File: src/rtl/sram_like_arb_pkg.sv
// Shared types and constants for the two-master SRAM-like arbiter.
// Master ids double as FIFO payload and as the select for the slave-side mux.
package sram_like_arb_pkg;

  typedef enum logic {
    ARB_IDLE = 1'b0,
    ARB_HOLD = 1'b1
  } arb_state_e;

  localparam logic ID_INST = 1'b0;
  localparam logic ID_DATA = 1'b1;

  localparam logic [1:0] SIZE_BYTE = 2'd0;
  localparam logic [1:0] SIZE_HALF = 2'd1;
  localparam logic [1:0] SIZE_WORD = 2'd2;

  // Fixed priority: the data port wins whenever it requests.
  function automatic logic fixed_winner(input logic m1_req);
    return m1_req ? ID_DATA : ID_INST;
  endfunction

  // Round-robin: on contention the master not granted last time wins.
  function automatic logic rr_winner(input logic m0_req, input logic m1_req,
                                     input logic last_grant);
    logic w;
    if (m0_req && m1_req) begin
      w = ~last_grant;
    end else if (m1_req) begin
      w = ID_DATA;
    end else begin
      w = ID_INST;
    end
    return w;
  endfunction

endpackage

File: src/rtl/sram_like_arb_id_fifo.sv
// In-order FIFO of 1-bit owner ids for accepted-but-unanswered transactions.
// Head is read combinationally so responses route with zero added latency.
module sram_like_arb_id_fifo #(
  parameter int DEPTH = 4
) (
  input  logic                   clk,
  input  logic                   rst,
  input  logic                   push,
  input  logic                   push_id,
  input  logic                   pop,
  output logic                   head,
  output logic [$clog2(DEPTH):0] count,
  output logic                   full,
  output logic                   empty
);

  localparam int PW = $clog2(DEPTH);
  localparam int CW = PW + 1;

  logic [DEPTH-1:0] mem_reg;
  logic [PW-1:0]    wr_ptr_reg;
  logic [PW-1:0]    rd_ptr_reg;
  logic [CW-1:0]    count_reg;
  logic             do_push;
  logic             do_pop;

  assign full  = (count_reg == CW'(DEPTH));
  assign empty = (count_reg == '0);
  assign count = count_reg;
  assign head  = mem_reg[rd_ptr_reg];

  // A push into a full FIFO is only legal when the head leaves the same cycle.
  assign do_pop  = pop & ~empty;
  assign do_push = push & (~full | do_pop);

  always_ff @(posedge clk) begin
    if (do_push) begin
      mem_reg[wr_ptr_reg] <= push_id;
    end
  end

  // DEPTH is a power of two, so the pointers wrap by natural overflow.
  always_ff @(posedge clk or posedge rst) begin
    if (rst) begin
      wr_ptr_reg <= '0;
      rd_ptr_reg <= '0;
      count_reg  <= '0;
    end else begin
      if (do_push) begin
        wr_ptr_reg <= wr_ptr_reg + 1'b1;
      end
      if (do_pop) begin
        rd_ptr_reg <= rd_ptr_reg + 1'b1;
      end
      case ({do_push, do_pop})
        2'b10:   count_reg <= count_reg + 1'b1;
        2'b01:   count_reg <= count_reg - 1'b1;
        default: count_reg <= count_reg;
      endcase
    end
  end

endmodule

File: src/rtl/sram_like_arbiter.sv
// Two-master (m0 = instruction fetch, m1 = data) to one-slave SRAM-like arbiter.
// Define SRAM_LIKE_ARB_RR_EN for round-robin; otherwise m1 has fixed priority.
module sram_like_arbiter
  import sram_like_arb_pkg::*;
#(
  parameter int DEPTH  = 4,
  parameter int ADDR_W = 32,
  parameter int DATA_W = 32
) (
  input  logic                   clk,
  input  logic                   rst,

  input  logic                   m0_req,
  input  logic                   m0_wr,
  input  logic [1:0]             m0_size,
  input  logic [ADDR_W-1:0]      m0_addr,
  input  logic [DATA_W-1:0]      m0_wdata,
  output logic                   m0_addr_ok,
  output logic                   m0_data_ok,
  output logic [DATA_W-1:0]      m0_rdata,

  input  logic                   m1_req,
  input  logic                   m1_wr,
  input  logic [1:0]             m1_size,
  input  logic [ADDR_W-1:0]      m1_addr,
  input  logic [DATA_W-1:0]      m1_wdata,
  output logic                   m1_addr_ok,
  output logic                   m1_data_ok,
  output logic [DATA_W-1:0]      m1_rdata,

  output logic                   s_req,
  output logic                   s_wr,
  output logic [1:0]             s_size,
  output logic [ADDR_W-1:0]      s_addr,
  output logic [DATA_W-1:0]      s_wdata,
  input  logic                   s_addr_ok,
  input  logic                   s_data_ok,
  input  logic [DATA_W-1:0]      s_rdata,

  output logic [$clog2(DEPTH):0] outstanding,
  output logic                   err_unexp_ok
);

  arb_state_e state_reg, state_next;
  logic       owner_reg, owner_next;
  logic       winner;
  logic       sel;
  logic       req_int;
  logic       fire_int;
  logic       grant_fire;
  logic       resp_fire;
  logic       fifo_head;
  logic       fifo_full;
  logic       fifo_empty;
  logic       err_reg;
  logic [1:0] addr_ok_vec;
  logic [1:0] data_ok_vec;

`ifdef SRAM_LIKE_ARB_RR_EN
  logic last_grant_reg;

  always_ff @(posedge clk or posedge rst) begin
    if (rst) begin
      last_grant_reg <= ID_INST;
    end else if (grant_fire) begin
      last_grant_reg <= sel;
    end
  end

  assign winner = rr_winner(m0_req, m1_req, last_grant_reg);
`else
  assign winner = fixed_winner(m1_req);
`endif

  always_ff @(posedge clk or posedge rst) begin
    if (rst) begin
      state_reg <= ARB_IDLE;
      owner_reg <= ID_INST;
    end else begin
      state_reg <= state_next;
      owner_reg <= owner_next;
    end
  end

  always_comb begin
    state_next = state_reg;
    owner_next = owner_reg;
    sel        = owner_reg;
    req_int    = 1'b0;
    fire_int   = 1'b0;
    case (state_reg)
      ARB_IDLE: begin
        sel = winner;
        // Full uses the registered count: a same-cycle pop frees the slot next cycle.
        if (!fifo_full && (m0_req || m1_req)) begin
          req_int = 1'b1;
          if (s_addr_ok) begin
            fire_int = 1'b1;
          end else begin
            state_next = ARB_HOLD;
            owner_next = winner;
          end
        end
      end
      ARB_HOLD: begin
        req_int = 1'b1;
        if (s_addr_ok) begin
          fire_int   = 1'b1;
          state_next = ARB_IDLE;
        end
      end
    endcase
  end

  // Handshake outputs are forced quiet for as long as reset is held.
  assign grant_fire = fire_int & ~rst;
  assign resp_fire  = s_data_ok & ~fifo_empty & ~rst;

  assign s_req   = req_int & ~rst;
  assign s_wr    = sel ? m1_wr    : m0_wr;
  assign s_size  = sel ? m1_size  : m0_size;
  assign s_addr  = sel ? m1_addr  : m0_addr;
  assign s_wdata = sel ? m1_wdata : m0_wdata;

  sram_like_arb_id_fifo #(
    .DEPTH (DEPTH)
  ) u_id_fifo (
    .clk     (clk),
    .rst     (rst),
    .push    (grant_fire),
    .push_id (sel),
    .pop     (resp_fire),
    .head    (fifo_head),
    .count   (outstanding),
    .full    (fifo_full),
    .empty   (fifo_empty)
  );

  genvar gi;
  generate
    for (gi = 0; gi < 2; gi++) begin : g_master
      assign addr_ok_vec[gi] = grant_fire & (sel == 1'(gi));
      assign data_ok_vec[gi] = resp_fire & (fifo_head == 1'(gi));
    end
  endgenerate

  assign m0_addr_ok = addr_ok_vec[0];
  assign m1_addr_ok = addr_ok_vec[1];
  assign m0_data_ok = data_ok_vec[0];
  assign m1_data_ok = data_ok_vec[1];
  assign m0_rdata   = s_rdata;
  assign m1_rdata   = s_rdata;

  // A response with nothing outstanding means the slave and arbiter disagree.
  always_ff @(posedge clk or posedge rst) begin
    if (rst) begin
      err_reg <= 1'b0;
    end else if (s_data_ok && fifo_empty) begin
      err_reg <= 1'b1;
    end
  end

  assign err_unexp_ok = err_reg;

endmodule

File: config.mk
export PLATFORM = sky130hd
export DESIGN_NAME = sram_like_arbiter
export DESIGN_NICKNAME = d
export VERILOG_FILES = /design/src/rtl/sram_like_arb_pkg.sv /design/src/rtl/sram_like_arb_id_fifo.sv /design/src/rtl/sram_like_arbiter.sv
export SDC_FILE = /design/constraint.sdc
export NUM_CORES = 1
export LEC_CHECK = 0
export ABC_AREA = 1
export ABC_CLOCK_PERIOD_IN_PS = 2000
export BUFFER_PORTS_ARGS = -buffer_cell sky130_fd_sc_hd__buf_2
export CORE_AREA = 2 2 122 124
export CTS_CLUSTER_DIAMETER = 30
export CTS_CLUSTER_SIZE = 16
export DETAILED_ROUTE_END_ITERATION = 7
export DIE_AREA = 0 0 124 126
export GPL_TIMING_DRIVEN = 0
export PLACE_DENSITY_LB_ADDON = 0.2
export SETUP_SLACK_MARGIN = 0.1
export SYNTH_ARGS = -nofsm -noshare
export SYNTH_HDL_FRONTEND = slang
export SYNTH_SLANG_ARGS = --single-unit
File: constraint.sdc
create_clock -name clk -period 2 [get_ports clk]
set_clock_uncertainty 0.1 [all_clocks]
set_input_delay 0.1 -clock clk [delete_from_list [all_inputs] [get_ports clk]]
set_output_delay 0.1 -clock clk [all_outputs]
set_load 0.01 [all_outputs]
==> results.md <==
* DRT iter0 DRCs at slightly below 50
* Final core utilization at 0.2778
* Register Area at roughly 370 sq um
* Post-DR wirelength/cell at around 11 um
* Arrival time worst endpoint at 1.99 ns
* Avg Synthesized Cell Area at between 5 and 6 sq um
* Pre-CTS WS at -0.1992 ns
* First-pass GRT wire length at about 13 mm
* Die area at roughly 16000 sq um
* Synth-to-Final Area Change at 90.87%
* Leakage at around 0.0026 uW
* Most frequent cells in the layout: 284 x buf_2, 215 x nand2_1, 75 x buf_4
* FF-to-FF Start: u_id_fifo.count[0]$_DFFE_PP0P_
* Placed instance count at 830
* Vias at between 3000 and 4000
* Final antenna-violating net count at 0
* Clk_lat worst skew at ~0.24 ns
* Critical path endpoint category: flop
* Worst Max-Slew Pin Slew at 0.5121 ns
* Initial Utilization at 0.1455
* Filler cell count at ~1700
* Area post-placement at about 3700 sq um
* Post-route cell area at about 4000 sq um
* Flip-flop count of the largest register after layout at 4
* Core Footprint at approximately 14000 sq um
* R2R depth at 11
* H-tree depth at 1
* CP Class: flop to flop
* Share of cells above drive strength 1 at 0.5918
* # rows at 44
* Detailed route wirelength on metal3 at 818 um
* Power density cells at approximately 820 nW/um^2
* Drt pass-1 iters at 4
* Reg-to-reg slack, setup at 0.03 ns
* CP startpoint: u_id_fifo.count[0]$_DFFE_PP0P_
* # diodes at 0
* RSZ-0062 raised after global routing: true
* Final WL at about 9.2 mm
* Mapped Nets at 545
* Num ports at approximately 310
* Die H at around 130 um
* # setup viols final at 0
* Number of buffers created by CTS at 3
* Part of the cycle the worst path needs at 0.9856
* Synth cell types at 24
* CP Data Required Time at between 2 and 2.5 ns
* Status: completed
* Number of synthesized register bits at 14
* CTS clock-pin slew for the worst setup and hold paths at roughly 0.050 ns
* Setup crit end: u_id_fifo.count[2]$_DFFE_PP0P_
* Max Fclk at 0.5073 GHz
* Maximum capacitance violations at 0
* Final WS setup at around 0.029 ns
* Initial antenna violation count at 0
* Commonest non-fill, non-tap cell in the layout: buf_2
* RR Endpoint: u_id_fifo.count[2]$_DFFE_PP0P_
* CTS tree: done
* Fin. Hold Viols at 0
* Detail Placement HPWL at between 8 and 9 mm
* NumNets Final at around 840
* Vias in the first global route at roughly 2900
* Footprint of the multi-input gates at around 1200 sq um
* Synthesized area at roughly 2100 sq um
* DR top layer: met4
* Routed wl met2 at around 4.8 mm
* GRT Util Overall at 0.1067
* DRC Markers at 0
* Slew Limit Fails at 0
* CTS Sinks at 14
* Worst Path Max Fanout at 4
* RePlAce Congestion at 0.6931
* Worst hold path class: input pin to flop
* Root buffer cell: clkbuf_16
* Ranking of synthesized cells by area: nand2_1 39%, buf_4 24%, dfrtp_1 12%
* Cell Count, Final, Fillers Out at ~840
* Cell taking the most area after synthesis: nand2_1
* Met1 WL at 3.565 mm
* Area fraction of the dominant cell type after synthesis at 0.3928
* Pin count of the biggest net entering global routing at 14
* Max IR drop VDD at a little over 0.3 mV
* Yosys Warn Count at 0
* Crit path time final at slightly below 2 ns
* GRT overflow at 0
* Max-slew headroom at 0.6575
* Die Width at approximately 120 um
* Worst Setup Start Kind: flop
* Pwr Total at roughly 3300 uW
* Vias/cell at roughly 3.6
* Clock buffer depth at 2
* PortBufs at approximately 280
* Post-synthesis sequential area ratio at 0.1778
* Mapped Cells at roughly 370
==> worst min path at each step <==
stage                                     to  slack (ns)       from  cells past startpoint
global route             state_reg$_DFF_PP0_        0.02  s_addr_ok                      2
finish                   state_reg$_DFF_PP0_        0.02  s_addr_ok                      2
CTS                      state_reg$_DFF_PP0_        0.02  s_addr_ok                      2
floorplan           err_unexp_ok$_DFFE_PP0P_       -0.11        rst                      1
global placement         state_reg$_DFF_PP0_        0.08        rst                      2
detailed placement       state_reg$_DFF_PP0_        0.08        rst                      2
==> cell usage after synthesis, drive strengths merged <==
master  instances
a21oi           4
a31o            1
and2            1
buf            76
clkbuf          2
dfrtp          10
edfxtp          4
fa              1
ha              5
inv            17
nand2         219
nand3           3
nand4           3
nor2           13
o21ai           4
or2             1
xnor2           1
xor2            2
==> what timing repair did <==
item	in CTS	in global routing
hold buffers	1	0
pin swaps	2	1
endpoints found under the setup margin	39	43
hold endpoints to repair	10	0
buffers inserted	6	3
gates resized for setup	11	14
==> routing by layer <==
layer | up-vias | track usage
met3 | 2 | 0.01857
met2 | 168 | 0.2156
li1 | 1620 | -
met5 | - | 0
met1 | 1232 | 0.1175
met4 | 0 | 0.007931
==> cell type report <==
type / instances / area share
multi-input cells: 258 / 0.2914
clock inverters: 1 / 0.0009440
clock buffers: 3 / 0.01888
plain buffers: 77 / 0.1463
inverters: 17 / 0.01731
repair buffers: 289 / 0.3738
flip-flops and latches: 14 / 0.09345
well taps: 184 / 0.05790
==> critical path, cell delays in order, from the launching register on <==
cell and delay [ns]:
dfrtp_2 0.42, nor2_4 0.15, nand2_1 0.08, nand2_2 0.07, nand2_2 0.06, nand4_4 0.07, ha_4 0.14, inv_4 0.04
fa_2 0.35, a21oi_2 0.14, o21ai_2 0.07, xor2_1 0.14
==> kinds of logic (layout without fill, tap and decap cells) <==
kind of cell	count (synthesis)	after routing	share of synthesized area
xor+xnor	3	3	0.01261
simple gates	240	240	0.4444
flops	14	14	0.1778
buf+inv	95	387	0.3003
compound gates	9	9	0.02523
fa+ha+maj	6	6	0.03964
==> through the flow <==
step	TNS, ns	hold slack, ns
after CTS	0	0.01991
after global placement	-0.3073	0.08425
after floorplan	0	-0.1135
after detailed placement	-0.3010	0.07871
final	0	0.01797
after global routing	-0.05461	0.02326
==> where the power goes <==
part           internal (uW)  switching (uW)  total [uW]
logic                   1060            1330        2390
registers                404            91.4         496
clock network            264             114         378
Note: power is estimated with default switching activity, not from simulation.
